$ cat config.mk
export PLATFORM = sky130hd
export DESIGN_NAME = prog_loader
export DESIGN_NICKNAME = d
export VERILOG_FILES = /design/src/rtl/prog_loader.sv
export SDC_FILE = /design/constraint.sdc
export NUM_CORES = 1
export LEC_CHECK = 0
export CAP_MARGIN = 25
export CORE_MARGIN = 5
export CORE_UTILIZATION = 53
export CTS_BUF_LIST = sky130_fd_sc_hd__clkbuf_4
export CTS_CLUSTER_SIZE = 12
export DETAILED_ROUTE_END_ITERATION = 10
export GPL_ROUTABILITY_DRIVEN = 0
export PLACE_DENSITY_LB_ADDON = 0.08
export SLEW_MARGIN = 30
export SYNTH_ARGS = -nofsm -noshare
export SYNTH_HDL_FRONTEND = slang
export SYNTH_SLANG_ARGS = --single-unit
export TNS_END_PERCENT = 30
$ cat constraint.sdc
create_clock -name nclk -period 4.4 [get_ports nclk]
set_clock_uncertainty 0.05 [all_clocks]
set_input_delay 1.32 -clock nclk [delete_from_list [all_inputs] [get_ports nclk]]
set_output_delay 1.32 -clock nclk [all_outputs]
set_load 0.005 [all_outputs]
$ cat src/rtl/prog_loader.sv
// prog_loader: instruction-memory program loader.
// Receives a framed byte stream (LEN, 2*N data bytes high-first, optional CSUM),
// assembles big-endian 16-bit words and writes them sequentially from BASE_ADDR.
// All state updates on the falling edge of nclk; nreset is async active-low.
// Optional feature macro: LOADER_CSUM_EN (checksum byte and ERR state).
module prog_loader #(
  parameter logic [7:0] BASE_ADDR = 8'h00
) (
  input  logic        nclk,
  input  logic        nreset,
  input  logic        start,
  input  logic        rx_valid,
  input  logic [7:0]  rx_data,
  output logic        rx_ready,
  output logic        wr_en,
  output logic [7:0]  wr_addr,
  output logic [15:0] wr_data,
  output logic        cpu_halt,
  output logic        busy,
  output logic        done,
  output logic        err
);

  localparam int unsigned CNT_W = 9;

  localparam logic [2:0] S_IDLE  = 3'd0;
  localparam logic [2:0] S_LEN   = 3'd1;
  localparam logic [2:0] S_HI    = 3'd2;
  localparam logic [2:0] S_LO    = 3'd3;
  localparam logic [2:0] S_WRITE = 3'd4;
  localparam logic [2:0] S_DONE  = 3'd5;
`ifdef LOADER_CSUM_EN
  localparam logic [2:0] S_CSUM  = 3'd6;
  localparam logic [2:0] S_ERR   = 3'd7;
`endif

  logic [2:0]       state_q, state_d;
  logic [CNT_W-1:0] len_q, len_d;
  logic [CNT_W-1:0] cnt_q, cnt_d;
  logic [CNT_W-1:0] cnt_inc;
  logic [7:0]       hi_q, hi_d;
  logic [7:0]       addr_q, addr_d;
  logic [15:0]      data_q, data_d;
  logic             rx_ready_q, rx_ready_d;
  logic             wr_en_q, wr_en_d;
  logic             busy_q, busy_d;
  logic             done_q, done_d;
  logic             halt_q, halt_d;
  logic             accept;
  logic             last_word;
`ifdef LOADER_CSUM_EN
  logic [7:0]       sum_q, sum_d;
  logic             err_q, err_d;
`endif

  assign accept    = rx_valid && rx_ready_q;
  assign cnt_inc   = cnt_q + CNT_W'(1);
  assign last_word = (cnt_inc == len_q);

  // Next-state and next-output logic; outputs are registered from the next state.
  always_comb begin
    state_d = state_q;
    len_d   = len_q;
    cnt_d   = cnt_q;
    hi_d    = hi_q;
    addr_d  = addr_q;
    data_d  = data_q;
`ifdef LOADER_CSUM_EN
    sum_d   = sum_q;
`endif
    case (state_q)
      S_IDLE, S_DONE: begin
        if (start) begin
          state_d = S_LEN;
          addr_d  = BASE_ADDR;
          cnt_d   = '0;
`ifdef LOADER_CSUM_EN
          sum_d   = '0;
`endif
        end
      end
`ifdef LOADER_CSUM_EN
      S_ERR: begin
        if (start) begin
          state_d = S_LEN;
          addr_d  = BASE_ADDR;
          cnt_d   = '0;
          sum_d   = '0;
        end
      end
`endif
      S_LEN: begin
        if (accept) begin
          // A zero length byte encodes a full 256-word program.
          len_d   = (rx_data == 8'd0) ? CNT_W'(256) : CNT_W'(rx_data);
`ifdef LOADER_CSUM_EN
          sum_d   = sum_q + rx_data;
`endif
          state_d = S_HI;
        end
      end
      S_HI: begin
        if (accept) begin
          hi_d    = rx_data;
`ifdef LOADER_CSUM_EN
          sum_d   = sum_q + rx_data;
`endif
          state_d = S_LO;
        end
      end
      S_LO: begin
        if (accept) begin
          data_d  = {hi_q, rx_data};
`ifdef LOADER_CSUM_EN
          sum_d   = sum_q + rx_data;
`endif
          state_d = S_WRITE;
        end
      end
      S_WRITE: begin
        addr_d = addr_q + 8'd1;
        cnt_d  = cnt_inc;
        if (last_word) begin
`ifdef LOADER_CSUM_EN
          state_d = S_CSUM;
`else
          state_d = S_DONE;
`endif
        end else begin
          state_d = S_HI;
        end
      end
`ifdef LOADER_CSUM_EN
      S_CSUM: begin
        if (accept) begin
          state_d = (rx_data == sum_q) ? S_DONE : S_ERR;
        end
      end
`endif
      default: state_d = S_IDLE;
    endcase

    rx_ready_d = (state_d == S_LEN) || (state_d == S_HI) || (state_d == S_LO);
`ifdef LOADER_CSUM_EN
    rx_ready_d = rx_ready_d || (state_d == S_CSUM);
    err_d      = (state_d == S_ERR);
`endif
    wr_en_d = (state_d == S_WRITE);
    busy_d  = rx_ready_d || wr_en_d;
    done_d  = (state_d == S_DONE);
`ifdef LOADER_CSUM_EN
    halt_d  = busy_d || err_d;
`else
    halt_d  = busy_d;
`endif
  end

  // State and output registers, falling-edge clocked with async reset.
  always_ff @(negedge nclk or negedge nreset) begin
    if (!nreset) begin
      state_q    <= S_IDLE;
      len_q      <= '0;
      cnt_q      <= '0;
      hi_q       <= '0;
      addr_q     <= BASE_ADDR;
      data_q     <= '0;
      rx_ready_q <= 1'b0;
      wr_en_q    <= 1'b0;
      busy_q     <= 1'b0;
      done_q     <= 1'b0;
      halt_q     <= 1'b0;
`ifdef LOADER_CSUM_EN
      sum_q      <= '0;
      err_q      <= 1'b0;
`endif
    end else begin
      state_q    <= state_d;
      len_q      <= len_d;
      cnt_q      <= cnt_d;
      hi_q       <= hi_d;
      addr_q     <= addr_d;
      data_q     <= data_d;
      rx_ready_q <= rx_ready_d;
      wr_en_q    <= wr_en_d;
      busy_q     <= busy_d;
      done_q     <= done_d;
      halt_q     <= halt_d;
`ifdef LOADER_CSUM_EN
      sum_q      <= sum_d;
      err_q      <= err_d;
`endif
    end
  end

  assign rx_ready = rx_ready_q;
  assign wr_en    = wr_en_q;
  assign wr_addr  = addr_q;
  assign wr_data  = data_q;
  assign cpu_halt = halt_q;
  assign busy     = busy_q;
  assign done     = done_q;
`ifdef LOADER_CSUM_EN
  assign err      = err_q;
`else
  assign err      = 1'b0;
`endif

endmodule
==> qor.txt <==
synthesized flop and latch total -> 57
Fill cells -> 409
IO Port Bufs -> 40
outcome -> finished with violations
CTS H-tree depth -> 3
CP max FO -> 2
CP top delay family -> flip-flops
Yosys Warn Count -> 0
post-route DRC violation count -> 0
hold path cells -> 1
vias -> 2,096
Hold Slack -> 0.383 ns
Initial DRT Pass Iterations -> 4
Core Region -> 5040 µm²
io pins -> 42
Worst-Margin Slew -> 0.882 ns
post-layout util -> 69.0%
Final Hold Viols -> 0
Sum Neg Setup Slack -> -1.52 ns
Critical Path AT -> 3.11 ns
Synth Instances -> 232
global-route wire length before repair -> 9830 µm
Vert. Die Dim -> 81.4 µm
sequential cell area -> 1430 µm²
total die area -> 6630 µm²
post-DP HPWL -> 3860 µm
failing checks -> negative setup slack
Final Non-Filler Cells -> 381
Max stage delay on crit path -> 0.43 ns
Layout area overhead -> 28.5%
fraction of layout cells with a size suffix above 1 -> 35.4%
synthesized cell area -> 2710 µm²
Iter 0 DRT Violations -> 134
worst-path cell chain -> buf_2
Design Power -> 1.98 mW
initial core utilization -> 53.6%
Post-DRT Antenna Nets -> 0
CP Buf/Inv Count -> 1
Worst slew margin -> 41.2%
Post-synth top flop -> dfrtn_1
Worst Reg-to-Reg Cells -> 6
clock root cell -> clkbuf_4
reg2reg start -> state_q[2]
vias in the first global route -> 2,063
num rows -> 26
gr ovfl total -> 0
Setup Crit Path Kind -> reg2out
CTS tree -> yes
P_leak -> 1.65 nW
Slowest cell on crit path -> dfrtn_1
Worst Hold Class -> reg2reg
largest net degree at the start of global routing -> 58
WHS Endpoint -> wr_data[0]
vias per std cell -> 5.50
Cell variety after synth -> 48
number of clock buffers inserted by TritonCTS -> 9
area of the multi-input gates -> 1250 µm²
number of sinks on the clock net -> 57
Avg Cell Area, Syn -> 11.7 µm²
final net count -> 321
asr flop ratio synth -> 100%
Die Wd -> 81.4 µm
n_diodes -> 0
Startpoint Class -> flop
Post-synth EDFFs -> 0
RSZ-0062 raised after global routing -> true
total of max-cap violations -> 0
initial antenna violation count -> 0
WL/cell -> 15.2 µm
Power Density -> 571 nW/µm²
pre-CTS setup slack -> -0.784 ns
post-route worst setup slack -> -0.0793 ns
Placed Cells incl. Taps -> 350
Overall Global Routing Usage -> 19.8%
Max IR drop VDD -> 0.372 mV
Required @ worst endpoint -> 3.03 ns
Placed Area -> 3320 µm²
Clock Latency Late Sink -> 0.36 ns
Setup-failing EPs final -> 29
crit end category -> output pin
final number of max-transition violations -> 0
register area share after synthesis -> 52.7%
Clock transition at path regs -> 0.06 ns
syn_nets -> 246
final instance area -> 3480 µm²
clk buf depth -> 2
setup slack, reg-to-reg -> 2.05 ns
final wirelength -> 5800 µm
Worst R2R End -> cnt_q[3]
hold_sp -> wr_data[0]
==> cell type report <==
class                           instances  area share, %
Sequential cell                        57           41.0
Tap cell                               70           2.52
Clock inverter                          5           1.37
Multi-Input combinational cell        162           36.0
Timing Repair Buffer                   76           16.8
Clock buffer                           10           2.16
Inverter                                1          0.108
==> per-layer routing <==
layer | wire length [µm] | global-route usage, % | up-vias
met3 | 306 | 5.04 | 9
met1 | 2710 | 26.6 | 1018
li1 | - | - | 1014
met5 | 0 | 0 | -
met4 | 94 | 9.63 | 0
met2 | 2690 | 29.8 | 55
==> synthesized netlist by cell type, drive strengths merged (3+ instances only) <==
library cell | count | area [µm²]
dfrtn | 57 | 1430
mux2 | 32 | 360
o21ai | 26 | 130
nand2 | 13 | 48.8
nand3 | 11 | 60.1
buf | 10 | 66.3
nor2 | 9 | 36.3
a21oi | 8 | 40.0
nand4 | 8 | 56.3
xor2 | 7 | 68.8
nand2b | 5 | 31.3
and3 | 4 | 25.0
and4 | 4 | 40.0
a31oi | 3 | 18.8
nor4 | 3 | 18.8
o31ai | 3 | 22.5
==> where the power goes <==
| group | switching, mW | internal, mW | leakage (nW) |
|---|---|---|---|
| combinational | 0.312 | 0.448 | 0.860 |
| clock | 0.181 | 0.171 | 0.0711 |
| sequential | 0.145 | 0.728 | 0.719 |
| total | 0.638 | 1.35 | 1.65 |
==> worst max-delay path by stage <==
stage                start           to  slack, ns  cells past startpoint
3_5_place_dp      rx_valid   wr_data[7]      -0.78                      5
4_1_cts        wr_data[13]  wr_data[13]       -0.1                      1
5_1_grt        wr_data[12]  wr_data[12]      -0.14                      1
3_3_place_gp      rx_valid  wr_data[15]      -0.72                      5
6_report       wr_data[13]  wr_data[13]      -0.08                      1
2_1_floorplan     rx_valid  wr_data[10]      -0.32                      4
==> placed cells by master, fill, tap and decap left out, types with 3 or more instances in the layout <==
cell type and count:
nand2_1 13, mux2_2 8, clkbuf_4 10, o21ai_1 16, dfrtn_1 57, and3_1 4, o21ai_0 8, a31oi_1 3
nor2_1 8, clkdlybuf4s50_1 8, o31ai_1 3, buf_12 4, buf_4 31, buf_2 31, xor2_1 6, nand4_1 7
mux2_1 15, nand3_1 10, nand2b_1 5, mux2_4 9, a21oi_1 8, nor4_1 3
==> sequential cells by signal (all words and copies together), names as in the netlist, 3 cells and up <==
register	cells
wr_addr	8
cnt_q	9
len_q	9
wr_data	16
state_q	3
hi_q	8
==> cell families (layout without fill, tap and decap cells) <==
| group | count (synthesis) | in the layout | share of synthesized area [%] |
|---|---|---|---|
| fa+ha+maj | 2 | 2 | 0.925 |
| flops | 57 | 57 | 52.7 |
| other cells | 1 | 1 | 0.139 |
| mux | 32 | 32 | 13.3 |
| buf+inv | 13 | 92 | 2.87 |
| simple gates | 67 | 67 | 15.3 |
| compound gates | 51 | 51 | 11.6 |
| xor+xnor | 9 | 9 | 3.19 |
==> what timing repair did <==
item | CTS | global route
hold buffers | 0 | 0
resized for setup | 126 | 9
pin swaps | 3 | 1
cloned | 1 | 0
buffers inserted | 10 | 5
setup endpoints to repair | 76 | 45
(Power assumes the default switching activity.)
